### src/rtl/vga_timing_if.sv
// -----------------------------------------------------------------------------
// vga_timing_if
//   Raster timing bundle from vga_timing to the character painter and the
//   DAC/connector. The block free-runs, so there is no handshake, only
//   decoded timing that downstream logic samples every clk.
//
//   pix_tick     one-clk strobe per pixel period
//   horzCoord    visible column, 0 outside the active area
//   vertCoord    visible row, 0 outside the active area
//   visible      counters inside the active area (never delayed)
//   hsync_n      horizontal sync, active low
//   vsync_n      vertical sync, active low
//   blank_n      low outside the active area
//   frame_start  one-clk pulse on the first cycle of pixel (0,0)
//
//   master : timing generator (drives everything)
//   slave  : painter / DAC side (samples everything)
// -----------------------------------------------------------------------------
interface vga_timing_if;
   logic       pix_tick;
   logic [9:0] horzCoord;
   logic [9:0] vertCoord;
   logic       visible;
   logic       hsync_n;
   logic       vsync_n;
   logic       blank_n;
   logic       frame_start;

   modport master (
      output pix_tick, horzCoord, vertCoord, visible,
             hsync_n, vsync_n, blank_n, frame_start
   );

   modport slave (
      input  pix_tick, horzCoord, vertCoord, visible,
             hsync_n, vsync_n, blank_n, frame_start
   );
endinterface : vga_timing_if

### src/rtl/vga_timing.sv
// -----------------------------------------------------------------------------
// vga_timing
//   640x480@60 VGA raster generator. A clock divider produces one pix_tick
//   every CLK_DIV clk cycles; horizontal and vertical counters advance on
//   that tick. Coordinates, visible, sync and blank are decoded from the
//   registered counters so they change only on clk edges.
//
//   Ports
//     clk   in   system clock, the only clock
//     rst   in   synchronous, active-high reset
//     vga   master modport of vga_timing_if (see that file for the signals)
//
//   Compile-time option
//     VGA_SYNC_ALIGN_EN  when defined, hsync_n/vsync_n/blank_n pass through a
//                        PIPE_DELAY-stage shift register so they line up with
//                        the painter's pipelined pixel output. Coordinates,
//                        visible and frame_start are never delayed. When not
//                        defined, sync/blank are decoded directly and
//                        PIPE_DELAY is ignored.
// -----------------------------------------------------------------------------
module vga_timing #(
   parameter int unsigned H_VISIBLE  = 640,
   parameter int unsigned H_FRONT    = 16,
   parameter int unsigned H_SYNC     = 96,
   parameter int unsigned H_BACK     = 48,
   parameter int unsigned V_VISIBLE  = 480,
   parameter int unsigned V_FRONT    = 10,
   parameter int unsigned V_SYNC     = 2,
   parameter int unsigned V_BACK     = 33,
   parameter int unsigned CLK_DIV    = 2,
   parameter int unsigned PIPE_DELAY = 4
) (
   input  logic         clk,
   input  logic         rst,
   vga_timing_if.master vga
);

   localparam int unsigned H_TOTAL = H_VISIBLE + H_FRONT + H_SYNC + H_BACK;
   localparam int unsigned V_TOTAL = V_VISIBLE + V_FRONT + V_SYNC + V_BACK;
   localparam int unsigned DIV_W   = (CLK_DIV > 1) ? $clog2(CLK_DIV) : 1;

   localparam logic [DIV_W-1:0] DIV_LAST = DIV_W'(CLK_DIV - 1);
   localparam logic [9:0] H_LAST     = 10'(H_TOTAL - 1);
   localparam logic [9:0] V_LAST     = 10'(V_TOTAL - 1);
   localparam logic [9:0] H_VIS      = 10'(H_VISIBLE);
   localparam logic [9:0] V_VIS      = 10'(V_VISIBLE);
   localparam logic [9:0] H_SYNC_BEG = 10'(H_VISIBLE + H_FRONT);
   localparam logic [9:0] H_SYNC_END = 10'(H_VISIBLE + H_FRONT + H_SYNC - 1);
   localparam logic [9:0] V_SYNC_BEG = 10'(V_VISIBLE + V_FRONT);
   localparam logic [9:0] V_SYNC_END = 10'(V_VISIBLE + V_FRONT + V_SYNC - 1);

   logic [DIV_W-1:0] div_cnt_q, div_cnt_d;
   logic [9:0]       h_cnt_q, h_cnt_d;
   logic [9:0]       v_cnt_q, v_cnt_d;
   logic             frame_start_q, frame_start_d;

   logic             pix_tick;
   logic             visible;
   logic             hsync_raw_n;
   logic             vsync_raw_n;

   // NOTE: every signal assigned here gets a value on every path (defaults
   // first), so no latch can be inferred.
   always_comb begin
      pix_tick  = (div_cnt_q == DIV_LAST);
      div_cnt_d = pix_tick ? '0 : div_cnt_q + DIV_W'(1);

      h_cnt_d = h_cnt_q;
      v_cnt_d = v_cnt_q;
      if (pix_tick) begin
         if (h_cnt_q == H_LAST) begin
            h_cnt_d = '0;
            v_cnt_d = (v_cnt_q == V_LAST) ? '0 : v_cnt_q + 10'd1;
         end else begin
            h_cnt_d = h_cnt_q + 10'd1;
         end
      end

      // Registered so the pulse lands on the first cycle of pixel (0,0).
      frame_start_d = pix_tick && (h_cnt_q == H_LAST) && (v_cnt_q == V_LAST);

      visible     = (h_cnt_q < H_VIS) && (v_cnt_q < V_VIS);
      hsync_raw_n = !((h_cnt_q >= H_SYNC_BEG) && (h_cnt_q <= H_SYNC_END));
      vsync_raw_n = !((v_cnt_q >= V_SYNC_BEG) && (v_cnt_q <= V_SYNC_END));
   end

   // NOTE: sequential state is updated with non-blocking assignments so all
   // registers sample their _d values from the same edge.
   // A reset edge also clears frame_start_q, which cancels a pulse that the
   // wrap tick had already scheduled.
   always_ff @(posedge clk) begin
      if (rst) begin
         div_cnt_q     <= '0;
         h_cnt_q       <= '0;
         v_cnt_q       <= '0;
         frame_start_q <= 1'b0;
      end else begin
         div_cnt_q     <= div_cnt_d;
         h_cnt_q       <= h_cnt_d;
         v_cnt_q       <= v_cnt_d;
         frame_start_q <= frame_start_d;
      end
   end

   // Coordinates are forced to 0 off-screen so the painter's text index
   // always stays in range.
   assign vga.pix_tick    = pix_tick;
   assign vga.visible     = visible;
   assign vga.horzCoord   = visible ? h_cnt_q : 10'd0;
   assign vga.vertCoord   = visible ? v_cnt_q : 10'd0;
   assign vga.frame_start = frame_start_q;

`ifdef VGA_SYNC_ALIGN_EN
   // Stage 0 captures the live decode; the last stage drives the pins.
   // Blank resets low so the screen stays dark until real data arrives.
   logic [PIPE_DELAY-1:0] hs_pipe_q, hs_pipe_d;
   logic [PIPE_DELAY-1:0] vs_pipe_q, vs_pipe_d;
   logic [PIPE_DELAY-1:0] bl_pipe_q, bl_pipe_d;

   always_comb begin
      hs_pipe_d = PIPE_DELAY'({hs_pipe_q, hsync_raw_n});
      vs_pipe_d = PIPE_DELAY'({vs_pipe_q, vsync_raw_n});
      bl_pipe_d = PIPE_DELAY'({bl_pipe_q, visible});
   end

   always_ff @(posedge clk) begin
      if (rst) begin
         hs_pipe_q <= '1;
         vs_pipe_q <= '1;
         bl_pipe_q <= '0;
      end else begin
         hs_pipe_q <= hs_pipe_d;
         vs_pipe_q <= vs_pipe_d;
         bl_pipe_q <= bl_pipe_d;
      end
   end

   assign vga.hsync_n = hs_pipe_q[PIPE_DELAY-1];
   assign vga.vsync_n = vs_pipe_q[PIPE_DELAY-1];
   assign vga.blank_n = bl_pipe_q[PIPE_DELAY-1];
`else
   assign vga.hsync_n = hsync_raw_n;
   assign vga.vsync_n = vsync_raw_n;
   assign vga.blank_n = visible;
`endif

endmodule : vga_timing

### src/flat_wrapper.sv
// flat-port wrapper written by rule: the top's interface ports become plain ports
module vga_timing_flat 
#(
   parameter int unsigned H_VISIBLE  = 640,
   parameter int unsigned H_FRONT    = 16,
   parameter int unsigned H_SYNC     = 96,
   parameter int unsigned H_BACK     = 48,
   parameter int unsigned V_VISIBLE  = 480,
   parameter int unsigned V_FRONT    = 10,
   parameter int unsigned V_SYNC     = 2,
   parameter int unsigned V_BACK     = 33,
   parameter int unsigned CLK_DIV    = 2,
   parameter int unsigned PIPE_DELAY = 4
)
  (clk, rst, vga_pix_tick, vga_horzCoord, vga_vertCoord, vga_visible, vga_hsync_n, vga_vsync_n, vga_blank_n, vga_frame_start);
  vga_timing_if vga_i ();
  input  logic clk;
  input  logic rst;
  output wire logic [$bits(vga_i.pix_tick)-1:0] vga_pix_tick;
  output wire logic [$bits(vga_i.horzCoord)-1:0] vga_horzCoord;
  output wire logic [$bits(vga_i.vertCoord)-1:0] vga_vertCoord;
  output wire logic [$bits(vga_i.visible)-1:0] vga_visible;
  output wire logic [$bits(vga_i.hsync_n)-1:0] vga_hsync_n;
  output wire logic [$bits(vga_i.vsync_n)-1:0] vga_vsync_n;
  output wire logic [$bits(vga_i.blank_n)-1:0] vga_blank_n;
  output wire logic [$bits(vga_i.frame_start)-1:0] vga_frame_start;
  assign vga_pix_tick = vga_i.pix_tick;
  assign vga_horzCoord = vga_i.horzCoord;
  assign vga_vertCoord = vga_i.vertCoord;
  assign vga_visible = vga_i.visible;
  assign vga_hsync_n = vga_i.hsync_n;
  assign vga_vsync_n = vga_i.vsync_n;
  assign vga_blank_n = vga_i.blank_n;
  assign vga_frame_start = vga_i.frame_start;
  vga_timing #(.H_VISIBLE(H_VISIBLE), .H_FRONT(H_FRONT), .H_SYNC(H_SYNC), .H_BACK(H_BACK), .V_VISIBLE(V_VISIBLE), .V_FRONT(V_FRONT), .V_SYNC(V_SYNC), .V_BACK(V_BACK), .CLK_DIV(CLK_DIV), .PIPE_DELAY(PIPE_DELAY)) u_core (.clk(clk), .rst(rst), .vga(vga_i));
endmodule
### config.mk
export PLATFORM = sky130hd
export DESIGN_NAME = vga_timing_flat
export DESIGN_NICKNAME = d
export VERILOG_FILES = /design/src/rtl/vga_timing_if.sv /design/src/rtl/vga_timing.sv /design/src/flat_wrapper.sv
export SDC_FILE = /design/constraint.sdc
export NUM_CORES = 1
export LEC_CHECK = 0
export BUFFER_PORTS_ARGS = -buffer_cell sky130_fd_sc_hd__buf_2
export CORE_ASPECT_RATIO = 0.9
export CORE_MARGIN = 2
export CORE_UTILIZATION = 48
export CTS_CLUSTER_DIAMETER = 100
export DETAILED_ROUTE_END_ITERATION = 10
export PLACE_DENSITY = 0.73
export SYNTH_ARGS = -nofsm -noshare
export SYNTH_HDL_FRONTEND = slang
export SYNTH_SLANG_ARGS = --single-unit
export TNS_END_PERCENT = 20
### constraint.sdc
create_clock -name clk -period 1.9 [get_ports clk]
set_input_delay 0.475 -clock clk [delete_from_list [all_inputs] [get_ports clk]]
set_output_delay 0.475 -clock clk [all_outputs]
set_load 0.1 [all_outputs]
==> results of run 1 <==
==> registers in the layout, summed over array words and instances, names as in the netlist <==
| signal | flops |
|---|---|
| u_core.vga.frame_start | 1 |
| u_core.h_cnt_q | 10 |
| u_core.vga.pix_tick | 1 |
| u_core.v_cnt_q | 10 |
==> cells in the mapped netlist, types with 2 or more instances <==
cell and instances:
and4_1 3, ha_1 5, nand4bb_1 2, dfxtp_1 22, nand2_1 6, a21oi_1 5
xor2_1 7, buf_2 2, buf_4 4, nand3_1 8, and2_1 14, nand4_1 2
clkbuf_1 2, inv_1 6, o21ai_0 2, nor4_1 9, or3_1 2, nor2_1 12
nor3_1 9, xnor2_1 8
==> report_power, final <==
part           internal [mW]  switching [mW]
registers              0.466         0.00741
logic                 0.0357          0.0758
clock network          0.118           0.150
==> layout make-up <==
type	count	share of cell area
multi-input combinational	113	0.425
timing repair buffer	57	0.327
sequential	22	0.205
clock buffer	4	0.0164
tap	28	0.0159
inverter	6	0.0102
==> metal layers <==
layer | vias up | wire length, um | global-route usage
li1 | 632 | - | -
met1 | 679 | 1860 | 0.408
met2 | 103 | 2280 | 0.537
met3 | 26 | 402 | 0.0880
met4 | 0 | 211 | 0.201
met5 | - | 0 | 0
==> final timing paths <==
| check | start | endpoint | slack (ps) | cells past startpoint |
|---|---|---|---|---|
| max | u_core.v_cnt_q[5] | vga_vertCoord[3] | -310 | 6 |
| min | rst | u_core.h_cnt_q[6] | 500 | 2 |
| max reg2reg | u_core.h_cnt_q[9] | u_core.v_cnt_q[9] | 30 | 5 |
| min reg2reg | u_core.vga.pix_tick | u_core.vga.pix_tick | 540 | 1 |
==> cell families (layout without fill, tap and decap cells) <==
| logic type | count (synthesis) | after routing | share of synthesized area |
|---|---|---|---|
| other | 1 | 1 | 0.00288 |
| AOI/OAI and AO/OA | 12 | 12 | 0.0615 |
| and+or+nand+nor | 80 | 80 | 0.382 |
| DFF | 22 | 22 | 0.338 |
| adders and majority gates | 5 | 5 | 0.0480 |
| xor gates and xnor gates | 15 | 15 | 0.101 |
| buffers and inverters | 16 | 67 | 0.0663 |
==> through the flow <==
stage	cells	setup WS [ps]	utilization	hold WS [ps]	cell area (sq um)
3_5_place_dp	219	-45.4	0.817	495	2050
4_1_cts	232	-276	0.890	478	2230
6_report	230	-306	0.880	504	2210
3_3_place_gp	219	8.98	0.817	480	2050
5_1_grt	230	-353	0.880	511	2210
2_1_floorplan	151	-489	-	475	1450
==> timing repair <==
item / CTS / global route
setup endpoints to repair: 23 / 32
pin swaps: 16 / 2
resized for setup: 23 / 5
cloned: 1 / 0
setup buffers: 8 / 0
hold endpoints to repair: 0 / 0
==> results.json, run 1 <==
{
  "cts.clk_slew.worst_paths_ps": 120,
  "cap_violations": 0,
  "drc": 2,
  "core_area_sq_mm": 0.00251,
  "root_buffer": "clkbuf_4",
  "cts_tree": "built",
  "slowest_delay_ps": 340,
  "tns_ps": -5880,
  "gp_congestion": 0.810,
  "synth_cell_types": 41,
  "synth_ff_type": "dfxtp_1",
  "synth_area_leaders": "dfxtp_1 (34%), and2_1 (6.7%), xnor2_1 (5.4%), ha_1 (4.8%), xor2_1 (4.7%)",
  "area_growth_pct": 69.5,
  "synth_top_area_share": 0.338,
  "die_area_sq_mm": 0.00315,
  "cp_top_family": "simple AND/OR/NAND/NOR gates",
  "cp_max_fo": 8,
  "ys_ff_latch": 22,
  "max_freq_mhz": 453,
  "wire_per_inst_um": 20.6,
  "setup_viol": 23,
  "vias": 1440,
  "grt_max_degree": 15,
  "ys_seq_area_frac": 0.338,
  "synth_edf_count": 0,
  "antenna_cells": 0,
  "hold_viol_final": 0,
  "multi_input_area_sq_um": 938,
  "worstPathRequired_ps": 1420,
  "grt_usage": 0.338,
  "most-common-layout-cells": "buf_4 (28), buf_12 (23), and2_4 (15)",
  "dr.pass1.iters": 9,
  "end_kind": "primary output",
  "fin_skew_ps": 2.39,
  "fin_nets": 210,
  "syn_inst": 151,
  "outcome": "complete, but fails checks",
  "critical_path_arrival_ps": 1730,
  "synth.net_count": 158,
  "timing.final.crit_share": 1.16,
  "wl_mm": 4.75,
  "hold_buffers": 0,
  "insertion_delay_ps": 320,
  "cts_buffer_depth": 2,
  "grt_pass1_vias": 1484,
  "rsz0062_at_grt": "true",
  "cts.sink_count": 22,
  "grt_overflow": 0,
  "ir_worst_vdd_v": 0.000467,
  "die_y_um": 53.4,
  "postSynthAreaPerCell_sq_um": 8.63,
  "port-buffer-count": 26,
  "final_common_cell": "buf_4",
  "grt_pass1_wl_mm": 7.57,
  "synth_largest_area_cell": "dfxtp_1",
  "worstSetupPathType": "register to primary output",
  "finalPower_mw": 0.852,
  "ff_latch_area_sq_um": 453,
  "path_buf_inv": 2,
  "cpMaxStageDelayCell": "dfxtp_2",
  "ios": 28,
  "postSynth.asyncResetShare": 0,
  "drtIter0Drc": 108,
  "powerDensity_mw_per_mm2": 386,
  "hold_class": "primary input to register",
  "nFillCells": 105,
  "start_kind": "register",
  "dieWidth_um": 58.9,
  "core.rowCount": 17,
  "cp_cell_sequence": "and3_4, and2_4, nor3_4, buf_6, and2_4, buf_12",
  "antenna_found_initial": 0,
  "htreeDepth": 1,
  "dpl.hpwl_mm": 2.80,
  "synth_area_sq_mm": 0.00130,
  "cts-buffers-inserted": 3,
  "violations": "DRC, setup timing",
  "p_leak_nw": 0.899,
  "synth_warnings": 0,
  "start_util": 0.519,
  "via_per_inst": 6.26,
  "ant_nets": 0,
  "maxSlewViolCount": 0,
  "fin_crit_ps": 2210,
  "fin_ws_ps": -306,
  "post_route_cells_drive_above_1_share": 0.510,
  "crit_top_cell": "and2_4"
}
Note: power is estimated with default switching activity, not from simulation.
==> run 2: changes to the inputs <==
- ABC_AREA: unset -> 1
- PLACE_DENSITY: 0.73 -> 0.72
==> run 2 against run 1 <==
- the flow finishes with violations (setup timing)
- count of clock-buffer cells in the layout down 1
- utilization fell by 12 points
- synthesized cell count increased by 38%
- area after synthesis rose by 4.4%
- flip-flop and latch count unchanged
- worst hold slack lost 21 ps
- sequential power shrank 0.8%
- power shrank 8.6%
- worst setup slack improved by 140 ps
- cell count is 22% higher
- global-route usage decreased by 10 points
- largest cell class unchanged
==> results.json, run 2 <==
{
  "synth_area_leaders": "dfxtp_1 (32%), nor2_1 (14%), inv_1 (9.4%), nand2_1 (8.0%), nand3_1 (6.6%)",
  "dieWidth_um": 60.1,
  "die_area_sq_mm": 0.00328,
  "utilization": 0.756,
  "port-buffer-count": 26,
  "grt_pass1_wl_mm": 5.74,
  "synth-xor-area-share": 0.0193,
  "gp_congestion": 0.866,
  "setup_viol": 22,
  "synth_top_area_share": 0.324,
  "drtIter0Drc": 78,
  "dr.pass1.iters": 4,
  "place_ws_ps": 183,
  "cpMaxStageDelayCell": "dfxtp_2",
  "ys_seq_area_frac": 0.324,
  "rrSetupSlack_ps": 300,
  "max_freq_mhz": 485,
  "final_common_cell": "nor2_1",
  "ys_top_cells_by_count": "nor2_1 (50), inv_1 (34), nand2_1 (29)",
  "htreeDepth": 1,
  "worstSetupPathType": "register to primary output",
  "vias": 1407,
  "dpl.hpwl_mm": 2.45,
  "synth_area_sq_mm": 0.00136,
  "cp_top_family": "buffers and inverters",
  "r2r_cells": 9,
  "drc": 0,
  "cp_max_fo": 6,
  "synthAdderAreaFrac": 0.0460,
  "core.rowCount": 18,
  "die_y_um": 54.5,
  "core_area_sq_mm": 0.00273,
  "synth_largest_area_cell": "dfxtp_1",
  "synth_compound_area_frac": 0.0736,
  "via_per_inst": 5.01,
  "cts.sink_count": 22,
  "final_cell_area_sq_mm": 0.00206,
  "cts-buffers-inserted": 3,
  "fin_crit_ps": 2060,
  "p_leak_nw": 0.853,
  "ios": 28,
  "fin_nets": 250,
  "synthMuxAreaShare": 0,
  "wire_per_inst_um": 12.3,
  "tns_ps": -2860,
  "yosys.area_share.simple": 0.389,
  "hold_buffers": 0,
  "antenna_cells": 0,
  "cp_cell_sequence": "nand2_2, inv_2, nand3_2, nand4_1, buf_4, nor2_2, buf_12",
  "maxSlewViolCount": 0,
  "cts_buffer_depth": 2,
  "ir_worst_vdd_v": 0.000309,
  "fin_ws_ps": -163,
  "grt_overflow": 0,
  "powerDensity_mw_per_mm2": 378,
  "grt_usage": 0.236,
  "path_buf_inv": 3,
  "grt_pass1_vias": 1344,
  "met3_usage": 0.0544,
  "hold_class": "primary input to register",
  "timing.final.crit_share": 1.09,
  "holdWs_ps": 483,
  "met1_usage": 0.307,
  "placed_cell_area_sq_mm": 0.00194,
  "rsz0062_at_grt": "true",
  "r2r_start": "u_core.v_cnt_q[1]",
  "fin_skew_ps": 11.8,
  "most-common-layout-cells": "nor2_1 (31), inv_1 (29), nand2_1 (27)",
  "cap_violations": 0,
  "grt_max_degree": 16,
  "violations": "setup timing",
  "path_depth": 7,
  "synth_top_family_by_area": "simple AND/OR/NAND/NOR gates",
  "ys_ff_latch": 22,
  "endpoint": "vga_horzCoord[3]",
  "busiest_layer": "met2",
  "wl_mm": 3.44,
  "worstPathRequired_ps": 1420,
  "insertion_delay_ps": 310,
  "syn_inst": 209,
  "synth_warnings": 0,
  "synth_most_common_cell": "nor2_1",
  "postSynth.asyncResetShare": 0,
  "antenna_found_initial": 0,
  "postSynthAreaPerCell_sq_um": 6.51,
  "area_growth_pct": 51.4,
  "top_regs": "u_core.h_cnt_q x10, u_core.v_cnt_q x10",
  "synth_edf_count": 0,
  "post_route_cells_drive_above_1_share": 0.361,
  "outcome": "complete, but fails checks",
  "cts_tree": "built",
  "end_kind": "primary output",
  "critical_path_arrival_ps": 1590,
  "start_util": 0.499,
  "synth_cell_types": 27,
  "root_buffer": "clkbuf_4",
  "slowest_delay_ps": 350,
  "r2r-end": "u_core.v_cnt_q[7]",
  "grt.met2_usage": 0.397,
  "ant_nets": 0,
  "start_kind": "register",
  "cts.clk_slew.worst_paths_ps": 130,
  "synth.net_count": 216,
  "synth_ff_type": "dfxtp_1",
  "crit_start": "u_core.v_cnt_q[5]",
  "hold_viol_final": 0
}
[run 2: worst min path at each step]
stage / start / endpoint / slack, ps / depth (start not counted)
floorplan: u_core.v_cnt_q[0] / u_core.v_cnt_q[0] / 470 / 2
global placement: u_core.v_cnt_q[6] / u_core.v_cnt_q[6] / 480 / 2
detailed placement: u_core.v_cnt_q[0] / u_core.v_cnt_q[0] / 490 / 2
CTS: rst / u_core.h_cnt_q[7] / 490 / 2
global route: rst / u_core.h_cnt_q[7] / 490 / 2
finish: rst / u_core.h_cnt_q[7] / 480 / 2
[run 2: cell families (layout without fill, tap and decap cells)]
family,Yosys count,in the layout
and+or+nand+nor,115,115
buffers and inverters,44,76
DFF,22,22
AOI/OAI and AO/OA,19,19
adders and majority gates,5,5
xor gates and xnor gates,3,3
other,1,1
[run 2: cell type report]
cell class	instances	area, sq um
Clock buffer	3	22.5
Fill cell	221	666
Inverter	37	144
Multi-Input combinational cell	143	837
Sequential cell	22	452
Tap cell	40	50.0
Timing Repair Buffer	36	554
[run 2: routing by layer]
layer	up-vias	share of wire
li1	712	-
met1	641	0.44
met2	45	0.49
met3	9	0.057
met4	0	0.014
met5	-	0
[run 2: what timing repair did]
item | 4_1_cts | 5_1_grt
setup buffers | 3 | 0
gates cloned | 1 | 0
setup endpoints to repair | 23 | 23
resized for setup | 25 | 1
pin swaps | 2 | 0
[run 2: worst register-to-register path: cells and delay by family, from the launching register on]
kind / cells / cell delay [ps]
flip-flops: 1 / 420
buffers and inverters: 1 / 130
AND/OR/NAND/NOR: 7 / 770
adder cells (fa/ha/maj): 1 / 230
[run 2: metrics by stage]
stage | total power, mW | instances
6_report | 0.779 | 281
5_1_grt | 0.809 | 281
4_1_cts | 0.780 | 281
3_5_place_dp | 0.571 | 274
3_3_place_gp | 0.570 | 274
2_1_floorplan | 0.548 | 209
[run 2: power breakdown]
group,internal (mW),total (mW),switching (mW)
logic,0.0235,0.0918,0.0683
clock network,0.0742,0.218,0.144
registers,0.465,0.469,0.00379
total,0.563,0.779,0.216
